**src/rtl/dup_tx_serializer_if.sv**
```systemverilog
// Device-side bus of the DUP transmit serializer: register/strobe inputs from
// the device, serial line and status outputs back to it.
//   master : the device/register side (drives strobes, data, SEND, bit clock)
//   slave  : the serializer (drives TXD/MDO, ACT, DONE, DLE, TXDBUF read-back)
interface dup_tx_serializer_if;
  logic        devRESET;
  logic        dupINIT;
  logic        txdbufWRITE;
  logic        devLOBYTE;
  logic        devHIBYTE;
  logic [35:0] dupDATAI;
  logic        dupSEND;
  logic        txCLKEN;
  logic        dupTXD;
  logic        dupMDO;
  logic        dupTXACT;
  logic        dupTXDONE;
  logic        dupTXDLE;
  logic [15:0] regTXDBUF;

  modport master (
    output devRESET, dupINIT, txdbufWRITE, devLOBYTE, devHIBYTE, dupDATAI,
           dupSEND, txCLKEN,
    input  dupTXD, dupMDO, dupTXACT, dupTXDONE, dupTXDLE, regTXDBUF
  );

  modport slave (
    input  devRESET, dupINIT, txdbufWRITE, devLOBYTE, devHIBYTE, dupDATAI,
           dupSEND, txCLKEN,
    output dupTXD, dupMDO, dupTXACT, dupTXDONE, dupTXDLE, regTXDBUF
  );
endinterface

```
**src/rtl/dup_tx_serializer.sv**
```systemverilog
// DUP byte-oriented transmit serializer: one-byte holding buffer (TXDBUF)
// feeding an 8-bit LSB-first shifter paced by txCLKEN, with data-late fill.
//   clk  : system clock, rising edge
//   rst  : asynchronous active-low reset
//   bus  : dup_tx_serializer_if.slave (strobes/data/SEND/txCLKEN in;
//          TXD, MDO, TXACT, TXDONE, TXDLE, regTXDBUF out)
module dup_tx_serializer #(
  parameter logic [7:0] IDLE_FILL = 8'hFF
) (
  input  logic                 clk,
  input  logic                 rst,
  dup_tx_serializer_if.slave   bus
);

  localparam int unsigned DATA_W = 8;
  localparam int unsigned CNT_W  = 3;
  localparam logic [CNT_W-1:0] LAST_BIT = '1;

  typedef enum logic {IDLE = 1'b0, SHIFT = 1'b1} state_t;

  state_t              state_q, state_d;
  logic [DATA_W-1:0]   sh_data_q, sh_data_d;
  logic                sh_eom_q, sh_eom_d;
  logic [CNT_W-1:0]    bit_cnt_q, bit_cnt_d;
  logic [DATA_W-1:0]   buf_data_q, buf_data_d;
  logic                buf_som_q, buf_som_d;
  logic                buf_eom_q, buf_eom_d;
  logic                buf_full_q, buf_full_d;
  logic                dle_q, dle_d;
  logic                txd_q, txd_d;
  logic                act_q, act_d;
  logic                done_q, done_d;

  logic                wr_lo;
  logic                abort;
  logic                load;
  logic                fill;

  // Upper data lanes are not used in byte mode.
  logic                unused_data;
  assign unused_data = ^bus.dupDATAI[35:10];

  // State and datapath registers.
  always_ff @(posedge clk or negedge rst) begin
    if (!rst) begin
      state_q    <= IDLE;
      sh_data_q  <= '0;
      sh_eom_q   <= 1'b0;
      bit_cnt_q  <= '0;
      buf_data_q <= '0;
      buf_som_q  <= 1'b0;
      buf_eom_q  <= 1'b0;
      buf_full_q <= 1'b0;
      dle_q      <= 1'b0;
      txd_q      <= 1'b1;
      act_q      <= 1'b0;
      done_q     <= 1'b0;
    end else begin
      state_q    <= state_d;
      sh_data_q  <= sh_data_d;
      sh_eom_q   <= sh_eom_d;
      bit_cnt_q  <= bit_cnt_d;
      buf_data_q <= buf_data_d;
      buf_som_q  <= buf_som_d;
      buf_eom_q  <= buf_eom_d;
      buf_full_q <= buf_full_d;
      dle_q      <= dle_d;
      txd_q      <= txd_d;
      act_q      <= act_d;
      done_q     <= done_d;
    end
  end

  // Next-state, buffer, shifter and output logic.
  always_comb begin
    state_d    = state_q;
    sh_data_d  = sh_data_q;
    sh_eom_d   = sh_eom_q;
    bit_cnt_d  = bit_cnt_q;
    buf_data_d = buf_data_q;
    buf_som_d  = buf_som_q;
    buf_eom_d  = buf_eom_q;
    buf_full_d = buf_full_q;
    dle_d      = dle_q;
    load       = 1'b0;
    fill       = 1'b0;
    wr_lo      = bus.txdbufWRITE & bus.devLOBYTE;
    abort      = bus.dupINIT | bus.devRESET;

    case (state_q)
      IDLE: begin
        if (bus.txCLKEN && bus.dupSEND && buf_full_q) begin
          load    = 1'b1;
          state_d = SHIFT;
        end
      end
      SHIFT: begin
        if (bus.txCLKEN) begin
          if (bit_cnt_q != LAST_BIT) begin
            sh_data_d = {1'b0, sh_data_q[DATA_W-1:1]};
            bit_cnt_d = bit_cnt_q + CNT_W'(1);
          end else if (sh_eom_q || !bus.dupSEND) begin
            state_d   = IDLE;
            bit_cnt_d = '0;
          end else if (buf_full_q) begin
            load = 1'b1;
          end else begin
            fill = 1'b1;
          end
        end
      end
    endcase

    // Shifter load takes the pre-write buffer contents.
    if (load) begin
      sh_data_d  = buf_data_q;
      sh_eom_d   = buf_eom_q;
      bit_cnt_d  = '0;
      buf_full_d = 1'b0;
    end

    if (fill) begin
      sh_data_d = IDLE_FILL;
      sh_eom_d  = 1'b0;
      bit_cnt_d = '0;
    end

    // A write lands after any load, so the buffer ends full.
    if (wr_lo) begin
      buf_data_d = bus.dupDATAI[7:0];
      buf_som_d  = bus.devHIBYTE & bus.dupDATAI[8];
      buf_eom_d  = bus.devHIBYTE & bus.dupDATAI[9];
      buf_full_d = 1'b1;
      dle_d      = 1'b0;
    end

    // Data-late set overrides the write clear.
    if (fill) begin
      dle_d = 1'b1;
    end

    if (abort) begin
      state_d    = IDLE;
      sh_data_d  = '0;
      sh_eom_d   = 1'b0;
      bit_cnt_d  = '0;
      buf_data_d = '0;
      buf_som_d  = 1'b0;
      buf_eom_d  = 1'b0;
      buf_full_d = 1'b0;
      dle_d      = 1'b0;
    end

    txd_d  = (state_d == SHIFT) ? sh_data_d[0] : 1'b1;
    act_d  = (state_d == SHIFT);
    done_d = bus.dupSEND & ~buf_full_q;
  end

  assign bus.dupTXD    = txd_q;
  assign bus.dupMDO    = txd_q;
  assign bus.dupTXACT  = act_q;
  assign bus.dupTXDONE = done_q;
  assign bus.dupTXDLE  = dle_q;
  assign bus.regTXDBUF = {6'b0, buf_eom_q, buf_som_q, buf_data_q};

endmodule
```
**src/flat_wrapper.sv**
```systemverilog
// flat-port wrapper written by rule: the top's interface ports become plain ports
module dup_tx_serializer_flat 
#(
  parameter logic [7:0] IDLE_FILL = 8'hFF
)
  (clk, rst, bus_devRESET, bus_dupINIT, bus_txdbufWRITE, bus_devLOBYTE, bus_devHIBYTE, bus_dupDATAI, bus_dupSEND, bus_txCLKEN, bus_dupTXD, bus_dupMDO, bus_dupTXACT, bus_dupTXDONE, bus_dupTXDLE, bus_regTXDBUF);
  dup_tx_serializer_if bus_i ();
  input  logic clk;
  input  logic rst;
  input wire logic [$bits(bus_i.devRESET)-1:0] bus_devRESET;
  input wire logic [$bits(bus_i.dupINIT)-1:0] bus_dupINIT;
  input wire logic [$bits(bus_i.txdbufWRITE)-1:0] bus_txdbufWRITE;
  input wire logic [$bits(bus_i.devLOBYTE)-1:0] bus_devLOBYTE;
  input wire logic [$bits(bus_i.devHIBYTE)-1:0] bus_devHIBYTE;
  input wire logic [$bits(bus_i.dupDATAI)-1:0] bus_dupDATAI;
  input wire logic [$bits(bus_i.dupSEND)-1:0] bus_dupSEND;
  input wire logic [$bits(bus_i.txCLKEN)-1:0] bus_txCLKEN;
  output wire logic [$bits(bus_i.dupTXD)-1:0] bus_dupTXD;
  output wire logic [$bits(bus_i.dupMDO)-1:0] bus_dupMDO;
  output wire logic [$bits(bus_i.dupTXACT)-1:0] bus_dupTXACT;
  output wire logic [$bits(bus_i.dupTXDONE)-1:0] bus_dupTXDONE;
  output wire logic [$bits(bus_i.dupTXDLE)-1:0] bus_dupTXDLE;
  output wire logic [$bits(bus_i.regTXDBUF)-1:0] bus_regTXDBUF;
  assign bus_i.devRESET = bus_devRESET;
  assign bus_i.dupINIT = bus_dupINIT;
  assign bus_i.txdbufWRITE = bus_txdbufWRITE;
  assign bus_i.devLOBYTE = bus_devLOBYTE;
  assign bus_i.devHIBYTE = bus_devHIBYTE;
  assign bus_i.dupDATAI = bus_dupDATAI;
  assign bus_i.dupSEND = bus_dupSEND;
  assign bus_i.txCLKEN = bus_txCLKEN;
  assign bus_dupTXD = bus_i.dupTXD;
  assign bus_dupMDO = bus_i.dupMDO;
  assign bus_dupTXACT = bus_i.dupTXACT;
  assign bus_dupTXDONE = bus_i.dupTXDONE;
  assign bus_dupTXDLE = bus_i.dupTXDLE;
  assign bus_regTXDBUF = bus_i.regTXDBUF;
  dup_tx_serializer #(.IDLE_FILL(IDLE_FILL)) u_core (.clk(clk), .rst(rst), .bus(bus_i));
endmodule
```
**config.mk**
```make
export PLATFORM = sky130hd
export DESIGN_NAME = dup_tx_serializer_flat
export DESIGN_NICKNAME = d
export VERILOG_FILES = /design/src/rtl/dup_tx_serializer_if.sv /design/src/rtl/dup_tx_serializer.sv /design/src/flat_wrapper.sv
export SDC_FILE = /design/constraint.sdc
export NUM_CORES = 1
export LEC_CHECK = 0
export CORE_MARGIN = 5
export CORE_UTILIZATION = 45
export DETAILED_ROUTE_END_ITERATION = 12
export GPL_TIMING_DRIVEN = 1
export PLACE_DENSITY = 0.85
export SYNTH_ARGS = -nofsm -noshare
export SYNTH_HDL_FRONTEND = slang
export SYNTH_SLANG_ARGS = --single-unit
export TNS_END_PERCENT = 20
```
**constraint.sdc**
```tcl
create_clock -name clk -period 5.5 [get_ports clk]
set_input_delay 1.375 -clock clk [delete_from_list [all_inputs] [get_ports clk]]
set_output_delay 1.375 -clock clk [all_outputs]
set_load 0.02 [all_outputs]
```
Yosys cells after proc, flatten, opt, wreduce, memory -nomap -nowiden
Index checks and enable logic that the tools add are counted.
Storage, ports and cells
  register bits: 27
  output and inout bits: 21
  word-level logic and storage cells: 80
Cells by class
  add/subtract/negate cells: 1
  equality and inequality tests: 1
  mux-type cells: 45
  bitwise operators: 7
  reduce and logical (&&, ||, !) cells: 14
Operators by type and width (count)
  8-bit two-way mux: 8
  1-bit two-way mux: 28
  3-bit two-way mux: 7
  4-bit nonzero test: 3
  3-bit nonzero test: 3
  3-bit AND reduction: 2
  5-bit nonzero test: 1
  1-bit AND: 4
  1-bit case mux with 2 select lines: 2
  3-bit by 1-bit adder with 3-bit output, second input constant: 1
  3-bit inequality test, second input constant: 1
  1-bit logical AND: 2
  1-bit NOT: 2
  2-bit nonzero test: 1
  1-bit zero test: 1
  1-bit logical OR: 1
  1-bit OR: 1

Longest topological paths before layout
Gate-level depths: netlist of the first run.
  depth after elaboration: 10
  depth in mapped cells: 8
  mapped depth without buffers: 6

Worst setup path after synthesis of the first run
No wires, ideal clock.
  kind: input-to-reg
  from: in bus_devRESET
  to: reg u_core.sh_data_q[6]
  arrival time: 2341 ps
  data required time: 5358 ps
  slack: 3017 ps
  stages on the path: 5
  path buffers: 2
  cells stage by stage: or2_0 clkbuf_1 buf_2 nor4_1 a31oi_4
On the way
  word-level cells in the longest chain between the ends: 3
RTL lines
  start, declared: line flat_wrapper.sv:10  | input wire logic [$bits(bus_i.devRESET)-1:0] bus_devRESET;
  1-bit OR *: line dup_tx_serializer.sv:88  | abort = bus.dupINIT | bus.devRESET;
  4-bit nonzero test (no line)
  3-bit AND reduction (no line)
  end signal, assigned: line dup_tx_serializer.sv:60  | sh_data_q <= sh_data_d;
  end, declared: line dup_tx_serializer.sv:22  | logic [DATA_W-1:0] sh_data_q, sh_data_d;
Every way passes the cells marked *; elsewhere a longest branch is shown, timed or not.
A chain may end at the register's enable or synchronous reset.

==> results of run 1 <==
power groups by stage:
stage	logic (uW)	registers (uW)	clock network, uW
after global routing	52.0	207	93.4
after detailed placement	47.4	211	0
final	47.1	207	84.1
after global placement	46.9	210	0
after CTS	47.6	207	85.8
after floorplan	25.6	212	0
final cells by class:
| cell class | count | area, um2 |
|---|---|---|
| Clock buffer | 4 | 26.3 |
| Sequential cell | 27 | 677 |
| Tap cell | 46 | 57.6 |
| Multi-Input combinational cell | 116 | 683 |
| Inverter | 6 | 22.5 |
| Fill cell | 302 | 1470 |
| Timing Repair Buffer | 35 | 345 |
state kept, by name, summed over array words and instances (netlist names):
| name | count |
|---|---|
| u_core.bus.dupTXDLE | 1 |
| u_core.buf_full_q | 1 |
| u_core.sh_eom_q | 1 |
| u_core.bit_cnt_q | 3 |
| u_core.buf_som_q | 1 |
| u_core.buf_data_q | 8 |
| u_core.buf_eom_q | 1 |
| u_core.bus.dupMDO | 1 |
| u_core.state_q | 1 |
| u_core.bus.dupTXDONE | 1 |
| u_core.sh_data_q | 8 |
per-stage QoR:
| stage | instances | setup slack, ps | utilization, % |
|---|---|---|---|
| global route | 234 | 2300 | 55.2 |
| finish | 234 | 2380 | 55.2 |
| global placement | 230 | 2360 | 54.4 |
| detailed placement | 230 | 2360 | 54.4 |
| CTS | 234 | 2390 | 55.2 |
| floorplan | 169 | 3020 | - |
routing by layer:
metal	vias to the layer above	part of all wire, %
met5	-	0
met4	0	0.50
met3	2	4.8
met2	32	48
met1	553	47
li1	599	-
cells by family (layout without fill, tap and decap cells):
group / count (synthesis) / count (layout)
DFF: 27 / 27
buffers and inverters: 26 / 45
and+or+nand+nor: 63 / 63
adders and majority gates: 3 / 3
muxes: 3 / 3
other: 1 / 6
AOI/OAI and AO/OA: 41 / 41
layout by cell type (no fill, tap or decap), types with 2 or more instances in the layout:
cell type / synthesis / layout
conb_1: 1 / 6
a21oi_1: 18 / 18
nand2_1: 32 / 32
nor2_1: 4 / 4
a211oi_1: 6 / 6
nand4_1: 2 / 2
clkbuf_4: 0 / 3
dfrtp_1: 26 / 26
clkdlybuf4s50_1: 0 / 33
a31oi_1: 5 / 5
a21oi_4: 2 / 2
nand3b_1: 2 / 2
inv_1: 6 / 6
ha_1: 3 / 3
o21ai_0: 7 / 7
mux2i_1: 2 / 2
nand3_1: 4 / 4
nor4_1: 6 / 6
buf_4: 9 / 2
how the worst max path moves through the flow:
stage | start | endpoint | slack [ps] | cells after the start
after floorplan | bus_devRESET | u_core.sh_data_q[6] | 3020 | 5
after global placement | bus_dupSEND | u_core.sh_data_q[1] | 2360 | 5
after detailed placement | bus_dupSEND | u_core.sh_data_q[2] | 2360 | 5
after CTS | u_core.state_q | bus_dupTXACT | 2390 | 1
after global routing | u_core.state_q | bus_dupTXACT | 2300 | 1
final | u_core.state_q | bus_dupTXACT | 2380 | 1
==> results.py, run 1 <==
metrics = {
    "pwr": {
        "clock_power_share_pct": 24.9,
        "peakVddDrop_uv": 104,
        "p_sw_share_pct": 25.0,
        "powerDensity_nw_per_um2": 187,
        "power_frac_seq_pct": 61.2,
        "comb_power_share_pct": 13.9,
        "internal_power_uw": 254,
        "p_sw_uw": 84.4,
        "leakagePower_uw": 0.000703,
        "finalPower_uw": 338,
    },
    "floorplan": {
        "io_pins": 66,
        "die_area_um2": 4600,
        "rows": 21,
        "core-area_um2": 3280,
        "fp.dieH_um": 67.9,
        "initial_core_util_pct": 45.9,
        "die_w_um": 67.9,
    },
    "global_routing": {
        "grt_pass1_vias": 1223,
        "grt_max_degree": 28,
        "grt_overflow": 0,
        "antenna_found_initial": 0,
        "grtUsageMet2_pct": 24.7,
        "track_usage_pct": 14.7,
        "use_met1_pct": 20.1,
        "grt_most_used_layer": "met2",
        "grt_pass1_wl_um": 5340,
        "met3_usage_pct": 1.97,
    },
    "routing": {
        "vias": 1186,
        "avgViaCountPerCell": 5.07,
        "route.detailed.drc": 0,
        "drtIter0Drc": 20,
        "ant_nets": 0,
        "dr.pass1.iters": 4,
        "wl_um": 3020,
        "wl_per_cell_um": 12.9,
    },
    "min_path": {
        "min_path_type": "reg2reg",
        "whs_endpoint": "u_core.buf_som_q",
        "hold_start": "u_core.buf_som_q",
        "hold_path_depth": 2,
    },
    "synthesis": {
        "synth.most_common_cell": "nand2_1",
        "async_flop_share_pct": 100,
        "synthTopCellsByCount": "32 x nand2_1, 26 x dfrtp_1, 18 x a21oi_1, 9 x buf_4, 7 x o21ai_0",
        "synth.cell_area_um2": 1510,
        "netlist.area_leader.share_pct": 43.2,
        "syn_avg_cell_area_um2": 9.19,
        "synth_compound_area_share_pct": 18.3,
        "synthAdderAreaFrac_pct": 2.49,
        "ys_ff_latch": 27,
        "synth_top_family_by_area": "simple AND/OR/NAND/NOR gates",
        "synthSimpleGateAreaFrac_pct": 21.0,
        "synthDistinctLibCells": 39,
        "synth_edf_count": 0,
        "synthMuxAreaShare_pct": 2.08,
        "syn_inst": 164,
        "synth-main-ff-cell": "dfrtp_1",
        "ys_warn_count": 0,
        "synthTopCellsByArea": "dfrtp_1 43%, nand2_1 8.0%, a21oi_1 6.0%",
        "yosysTopAreaCell": "dfrtp_1",
        "yosysSeqAreaShare_pct": 44.9,
        "synth_xor_xnor_area_share_pct": 0,
    },
    "critical_path": {
        "critPathBufInv": 1,
        "endpoint_kind": "output port",
        "cp.arrival_ps": 1750,
        "r2r_end": "u_core.sh_data_q[6]",
        "cp_slowest_cell": "dfrtp_1",
        "crit_family": "flip-flops",
        "r2r-start": "u_core.bit_cnt_q[0]",
        "crit_required_ps": 4120,
        "crit_chain": "clkdlybuf4s50_1",
        "start_kind": "register",
        "critPathMaxStageDelay_ps": 710,
        "ff2ff_path_depth": 6,
        "worstSetupPathType": "reg2out",
        "regToRegSetupSlack_ps": 3290,
        "cp_max_fo": 17,
    },
    "timing": {
        "holdWs_ps": 527,
        "hold_violations": 0,
        "slew_violations": 0,
        "rsz0062_at_grt": "no",
        "skew_ps": 10.6,
        "clock.fmax_mhz": 320,
        "final.period_utilization_pct": 56.8,
        "period_needed_ps": 3120,
        "finalSetupViolCount": 0,
        "tns_ps": 0,
        "maxSlewHeadroom_pct": 63.8,
        "tightest_slew_ps": 544,
    },
    "status": {
        "status": "finished clean",
    },
    "finish": {
        "num_antenna_cells": 0,
        "num-nets-final": 237,
        "fin_area_um2": 1810,
        "drive_gt1_share_pct": 7.98,
        "area_delta_synth_final_pct": 20.3,
    },
    "cts": {
        "cts_tree": "yes",
        "cts_sinks": 27,
        "post_cts_resize_count": 0,
        "cts_made_buffers": 3,
        "clk_latency_ps": 320,
        "htreeDepth": 1,
        "clk_path_buf_depth": 2,
        "clock-root-buffer": "clkbuf_4",
        "cts_setup_buffers": 0,
        "clkTransAtPathRegs_ps": 140,
        "cts_hold_buffers": 0,
    },
    "placement": {
        "place_hpwl_um": 2260,
        "place_area_um2": 1790,
        "io_buffers": 33,
        "routabilityCongestion": 0.832,
    },
    "run": {
        "maxCapViolations": 0,
    },
}
No activity file was read; power rests on OpenSTA's default activity.
==> inputs of run 2 (changes only) <==
--- a/config.mk
+++ b/config.mk
@@ -6,10 +6,10 @@
 export NUM_CORES = 1
 export LEC_CHECK = 0
 export CORE_MARGIN = 5
-export CORE_UTILIZATION = 45
+export CORE_UTILIZATION = 42
 export DETAILED_ROUTE_END_ITERATION = 12
 export GPL_TIMING_DRIVEN = 1
-export PLACE_DENSITY = 0.85
+export PLACE_DENSITY = 0.8
 export SYNTH_ARGS = -nofsm -noshare
 export SYNTH_HDL_FRONTEND = slang
 export SYNTH_SLANG_ARGS = --single-unit
==> constraint.sdc (replaced) <==
create_clock -name clk -period 3.2 [get_ports clk]
set_input_delay 0.8 -clock clk [delete_from_list [all_inputs] [get_ports clk]]
set_output_delay 0.8 -clock clk [all_outputs]
set_load 0.02 [all_outputs]
==> run 2 against run 1 <==
Global-route usage fell by 1.2 points. Largest cell class unchanged. Clock skew fell by 3.4 ps. First-iteration DRC count rose by 25%. Flip-flop and latch count did not move. Critical path depth rose by 1. Non-clock buffer count rose by 2.
==> results.py, run 2 (same netlist as run 1, synthesis figures left out) <==
metrics = {
    "status": {
        "status": "finished clean",
    },
    "placement": {
        "routabilityCongestion": 0.810,
        "place_area_um2": 1800,
        "io_buffers": 33,
        "dpl_worst_slack_ps": 612,
        "place_hpwl_um": 2460,
    },
    "timing": {
        "skew_ps": 7.13,
        "setup_slack_ps": 880,
        "finalSetupViolCount": 0,
        "clock.fmax_mhz": 431,
        "tns_ps": 0,
        "final.period_utilization_pct": 72.5,
        "period_needed_ps": 2320,
        "hold_violations": 0,
        "slew_violations": 0,
        "rsz0062_at_grt": "no",
    },
    "global_routing": {
        "grt_overflow": 0,
        "antenna_found_initial": 0,
        "grt_max_degree": 28,
        "grt_pass1_wl_um": 5480,
        "grt_pass1_vias": 1189,
        "track_usage_pct": 13.5,
    },
    "floorplan": {
        "die_area_um2": 4880,
        "fp.dieH_um": 69.9,
        "core-area_um2": 3420,
        "rows": 21,
        "io_pins": 66,
        "die_w_um": 69.9,
        "initial_core_util_pct": 44.1,
    },
    "cts": {
        "cts_hold_buffers": 0,
        "post_cts_resize_count": 0,
        "cts_tree": "yes",
        "clk_latency_ps": 320,
        "clk_path_buf_depth": 2,
        "cts_made_buffers": 3,
        "htreeDepth": 1,
        "cts_sinks": 27,
        "cts_setup_buffers": 0,
        "clock-root-buffer": "clkbuf_4",
        "clkTransAtPathRegs_ps": 140,
    },
    "pwr": {
        "internal_power_uw": 437,
        "finalPower_uw": 586,
        "p_sw_uw": 149,
        "p_sw_share_pct": 25.5,
        "clock_power_share_pct": 25.2,
        "powerDensity_nw_per_um2": 321,
        "peakVddDrop_uv": 321,
        "power_frac_seq_pct": 60.6,
        "comb_power_share_pct": 14.3,
        "leakagePower_uw": 0.000712,
    },
    "critical_path": {
        "ff2ff_path_depth": 6,
        "r2r_end": "u_core.sh_data_q[6]",
        "crit_chain": "buf_4 > clkdlybuf4s50_1",
        "endpoint_kind": "output port",
        "start_kind": "register",
        "regToRegSetupSlack_ps": 1010,
        "r2r-start": "u_core.bit_cnt_q[0]",
        "critPathMaxStageDelay_ps": 640,
        "cp_max_fo": 17,
        "worstSetupPathType": "reg2out",
        "cp_slowest_cell": "clkdlybuf4s50_1",
        "cp.arrival_ps": 1520,
        "crit_required_ps": 2400,
    },
    "finish": {
        "drive_gt1_share_pct": 8.95,
        "area_delta_synth_final_pct": 21.3,
        "final_common_cell": "clkdlybuf4s50_1",
        "fin_area_um2": 1830,
        "num-nets-final": 239,
        "num_antenna_cells": 0,
        "layout_common_cells": "33 x clkdlybuf4s50_1, 32 x nand2_1, 26 x dfrtp_1, 18 x a21oi_1, 7 x o21ai_0",
        "largestRegisters": "u_core.buf_data_q (8), u_core.sh_data_q (8), u_core.bit_cnt_q (3)",
    },
    "routing": {
        "route.detailed.drc": 0,
        "wl_per_cell_um": 13.8,
        "drtIter0Drc": 25,
        "wl_um": 3250,
        "avgViaCountPerCell": 5.20,
        "vias": 1227,
        "ant_nets": 0,
        "dr.pass1.iters": 4,
    },
    "min_path": {
        "hold_path_depth": 2,
        "min_path_type": "reg2reg",
        "whs_endpoint": "u_core.buf_som_q",
        "hold_start": "u_core.buf_som_q",
    },
    "run": {
        "maxCapViolations": 0,
    },
}
[run 2: final cells by class]
cell class / count / area, um2
clock buffer: 4 / 26.3
fill: 345 / 1590
inverter: 6 / 22.5
multi-input combinational: 116 / 683
sequential: 27 / 677
tap: 46 / 57.6
timing repair buffer: 37 / 360
[run 2: worst max-delay path by stage]
| stage | startpoint | to | slack [ps] | depth (start not counted) |
|---|---|---|---|---|
| detailed placement | bus_dupSEND | u_core.sh_data_q[3] | 610 | 5 |
| global route | u_core.state_q | bus_dupTXACT | 820 | 2 |
| floorplan | bus_devRESET | u_core.sh_data_q[6] | 1290 | 5 |
| CTS | u_core.state_q | bus_dupTXACT | 880 | 2 |
| global placement | bus_dupSEND | u_core.sh_data_q[1] | 640 | 5 |
| finish | u_core.state_q | bus_dupTXACT | 880 | 2 |
[run 2: critical path, delay by kind of cell (launching register included)]
family,cells,cell delay (ps)
buf+inv,2,850
flops,1,350
[run 2: per-layer routing]
layer / wire length [um] / part of all wire, % / vias to the layer above / global-route usage, %
met5: 0 / 0 / - / 0
met4: 31 / 0.95 / 0 / 4.04
met3: 232 / 7.1 / 4 / 3.44
met2: 1540 / 47 / 45 / 21.8
met1: 1450 / 45 / 577 / 17.6
li1: - / - / 601 / -
[run 2: power groups by stage]
stage / Combinational (uW) / Clock (uW) / Sequential (uW)
floorplan: 44.1 / 0 / 364
global placement: 82.6 / 0 / 361
detailed placement: 84.0 / 0 / 362
CTS: 84.3 / 150 / 355
global route: 91.2 / 166 / 356
finish: 83.5 / 148 / 355
[run 2: metrics by stage]
| step | hold slack [ps] | instances | util [%] |
|---|---|---|---|
| after floorplan | 477 | 169 | - |
| after global placement | 512 | 232 | 52.7 |
| after detailed placement | 518 | 232 | 52.7 |
| after CTS | 538 | 236 | 53.5 |
| after global routing | 558 | 236 | 53.5 |
| final | 530 | 236 | 53.5 |
==> inputs of run 3 (changes only) <==
--- a/config.mk
+++ b/config.mk
@@ -6,10 +6,10 @@
 export NUM_CORES = 1
 export LEC_CHECK = 0
 export CORE_MARGIN = 5
-export CORE_UTILIZATION = 42
+export CORE_UTILIZATION = 38
 export DETAILED_ROUTE_END_ITERATION = 12
 export GPL_TIMING_DRIVEN = 1
-export PLACE_DENSITY = 0.8
+export PLACE_DENSITY = 0.76
 export SYNTH_ARGS = -nofsm -noshare
 export SYNTH_HDL_FRONTEND = slang
 export SYNTH_SLANG_ARGS = --single-unit
==> constraint.sdc (replaced) <==
create_clock -name clk -period 2.1 [get_ports clk]
set_input_delay 0.525 -clock clk [delete_from_list [all_inputs] [get_ports clk]]
set_output_delay 0.525 -clock clk [all_outputs]
set_load 0.02 [all_outputs]
==> run 3 against run 2 <==
Non-clock buffer count is 11 higher. Combinational power up 60%. Sequential power increased by 52%. Utilization down 1.9 points. Clock power up 99%. Clock-buffer cell count unchanged. Design area rose by 5.7%. Wire length increased by 4.1%.
==> results.py, run 3 (same netlist as run 1, synthesis figures left out) <==
metrics = {
    "status": {
        "status": "finished clean",
    },
    "pwr": {
        "powerDensity_nw_per_um2": 502,
        "leakagePower_uw": 0.000775,
        "clock_power_share_pct": 30.4,
        "internal_power_uw": 732,
        "comb_power_share_pct": 13.8,
        "peakVddDrop_uv": 334,
        "p_sw_uw": 237,
        "p_sw_share_pct": 24.4,
        "power_frac_seq_pct": 55.8,
    },
    "finish": {
        "num-nets-final": 250,
        "final_common_cell": "clkdlybuf4s50_1",
        "instances_no_fill": 249,
        "finish.utilization_pct": 51.6,
        "drive_gt1_share_pct": 13.9,
        "num_antenna_cells": 0,
        "largestRegisters": "u_core.buf_data_q (8), u_core.sh_data_q (8), u_core.bit_cnt_q (3)",
        "area_delta_synth_final_pct": 28.2,
        "layout_common_cells": "33 x clkdlybuf4s50_1, 32 x nand2_1, 26 x dfrtp_1, 18 x a21oi_1, 15 x buf_4",
    },
    "run": {
        "maxCapViolations": 0,
    },
    "cts": {
        "clock-root-buffer": "clkbuf_8",
        "cts_sinks": 27,
        "cts_tree": "yes",
        "clkTransAtPathRegs_ps": 90,
        "post_cts_resize_count": 0,
        "htreeDepth": 1,
        "cts_made_buffers": 3,
        "clk_path_buf_depth": 2,
        "clk_latency_ps": 270,
        "cts_setup_buffers": 0,
        "cts_hold_buffers": 0,
    },
    "critical_path": {
        "critPathMaxStageDelay_ps": 600,
        "endpoint_kind": "output port",
        "r2r-start": "u_core.bit_cnt_q[0]",
        "crit_required_ps": 1570,
        "crit_family": "buffers and inverters",
        "crit_chain": "clkdlybuf4s50_1",
        "ff2ff_path_depth": 7,
        "r2r_end": "u_core.sh_data_q[0]",
        "regToRegSetupSlack_ps": 200,
        "cp.arrival_ps": 1410,
        "cp_max_fo": 2,
        "critPathBufInv": 1,
        "worst-path-stages": 1,
        "cp_slowest_cell": "clkdlybuf4s50_1",
        "worstSetupPathType": "reg2out",
        "start_kind": "register",
    },
    "routing": {
        "wl_per_cell_um": 13.6,
        "wl_um": 3390,
        "drtIter0Drc": 93,
        "dr.pass1.iters": 4,
        "avgViaCountPerCell": 5.14,
        "ant_nets": 0,
        "route.detailed.drc": 0,
        "vias": 1280,
    },
    "timing": {
        "clock.fmax_mhz": 517,
        "period_needed_ps": 1940,
        "final.period_utilization_pct": 92.2,
        "rsz0062_at_grt": "no",
        "holdWs_ps": 530,
        "finalSetupViolCount": 0,
        "slew_violations": 0,
        "hold_violations": 0,
        "skew_ps": 2.51,
    },
    "floorplan": {
        "fp.dieH_um": 73.0,
        "core-area_um2": 3740,
        "die_w_um": 73.0,
        "io_pins": 66,
        "initial_core_util_pct": 40.2,
        "rows": 22,
        "die_area_um2": 5320,
    },
    "placement": {
        "io_buffers": 33,
        "routabilityCongestion": 0.857,
        "place_hpwl_um": 2610,
        "place_inst": 245,
    },
    "global_routing": {
        "antenna_found_initial": 0,
        "track_usage_pct": 13.2,
        "grt_pass1_vias": 1226,
        "grt_pass1_wl_um": 5650,
        "grt_max_degree": 28,
        "grt_overflow": 0,
    },
    "min_path": {
        "min_path_type": "reg2reg",
        "whs_endpoint": "u_core.buf_som_q",
        "hold_path_depth": 2,
        "hold_start": "u_core.buf_som_q",
    },
}
==> run 3: cell count changes in the layout (fill, tap and decap cells not counted) <==
cell	delta
clkbuf_8	+3
clkbuf_4	-3
buf_4	+11
==> run 3: power groups by stage <==
stage | Clock [uW] | Sequential (uW) | Combinational [uW]
6_report | 294 | 541 | 134
5_1_grt | 316 | 543 | 146
4_1_cts | 300 | 541 | 135
3_5_place_dp | 0 | 551 | 134
3_3_place_gp | 0 | 550 | 133
2_1_floorplan | 0 | 554 | 67.1
==> run 3: routing by layer <==
layer	vias up	GRT usage [%]	part of all wire [%]
li1	628	-	-
met5	-	0	0
met3	5	2.20	5.4
met1	609	18.5	45
met2	38	21.0	48
met4	0	3.69	1.1
==> run 3: worst max path at each step <==
stage | startpoint | endpoint
after floorplan | u_core.bit_cnt_q[0] | u_core.sh_data_q[6]
after global placement | bus_dupSEND | u_core.sh_data_q[1]
after detailed placement | bus_dupSEND | u_core.sh_data_q[1]
after CTS | u_core.bus.dupMDO | bus_dupMDO
after global routing | u_core.bit_cnt_q[0] | u_core.sh_data_q[0]
final | u_core.bus.dupMDO | bus_dupMDO
==> run 3: area by class of cell <==
class	count	area, um2
well taps	48	60.1
clock buffers	4	45.0
fillers	370	1810
inverters	6	22.5
multi-input cells	116	683
repair buffers	48	443
flip-flops and latches	27	677
==> run 3: stage by stage <==
stage	instance area (um2)	TNS, ps	power [uW]	worst slack, ps
3_5_place_dp	1890	-372	686	-77.5
5_1_grt	1930	0	1010	114
4_1_cts	1930	0	976	155
6_report	1930	0	969	165
3_3_place_gp	1890	-261	683	-49.1
2_1_floorplan	1530	0	622	217
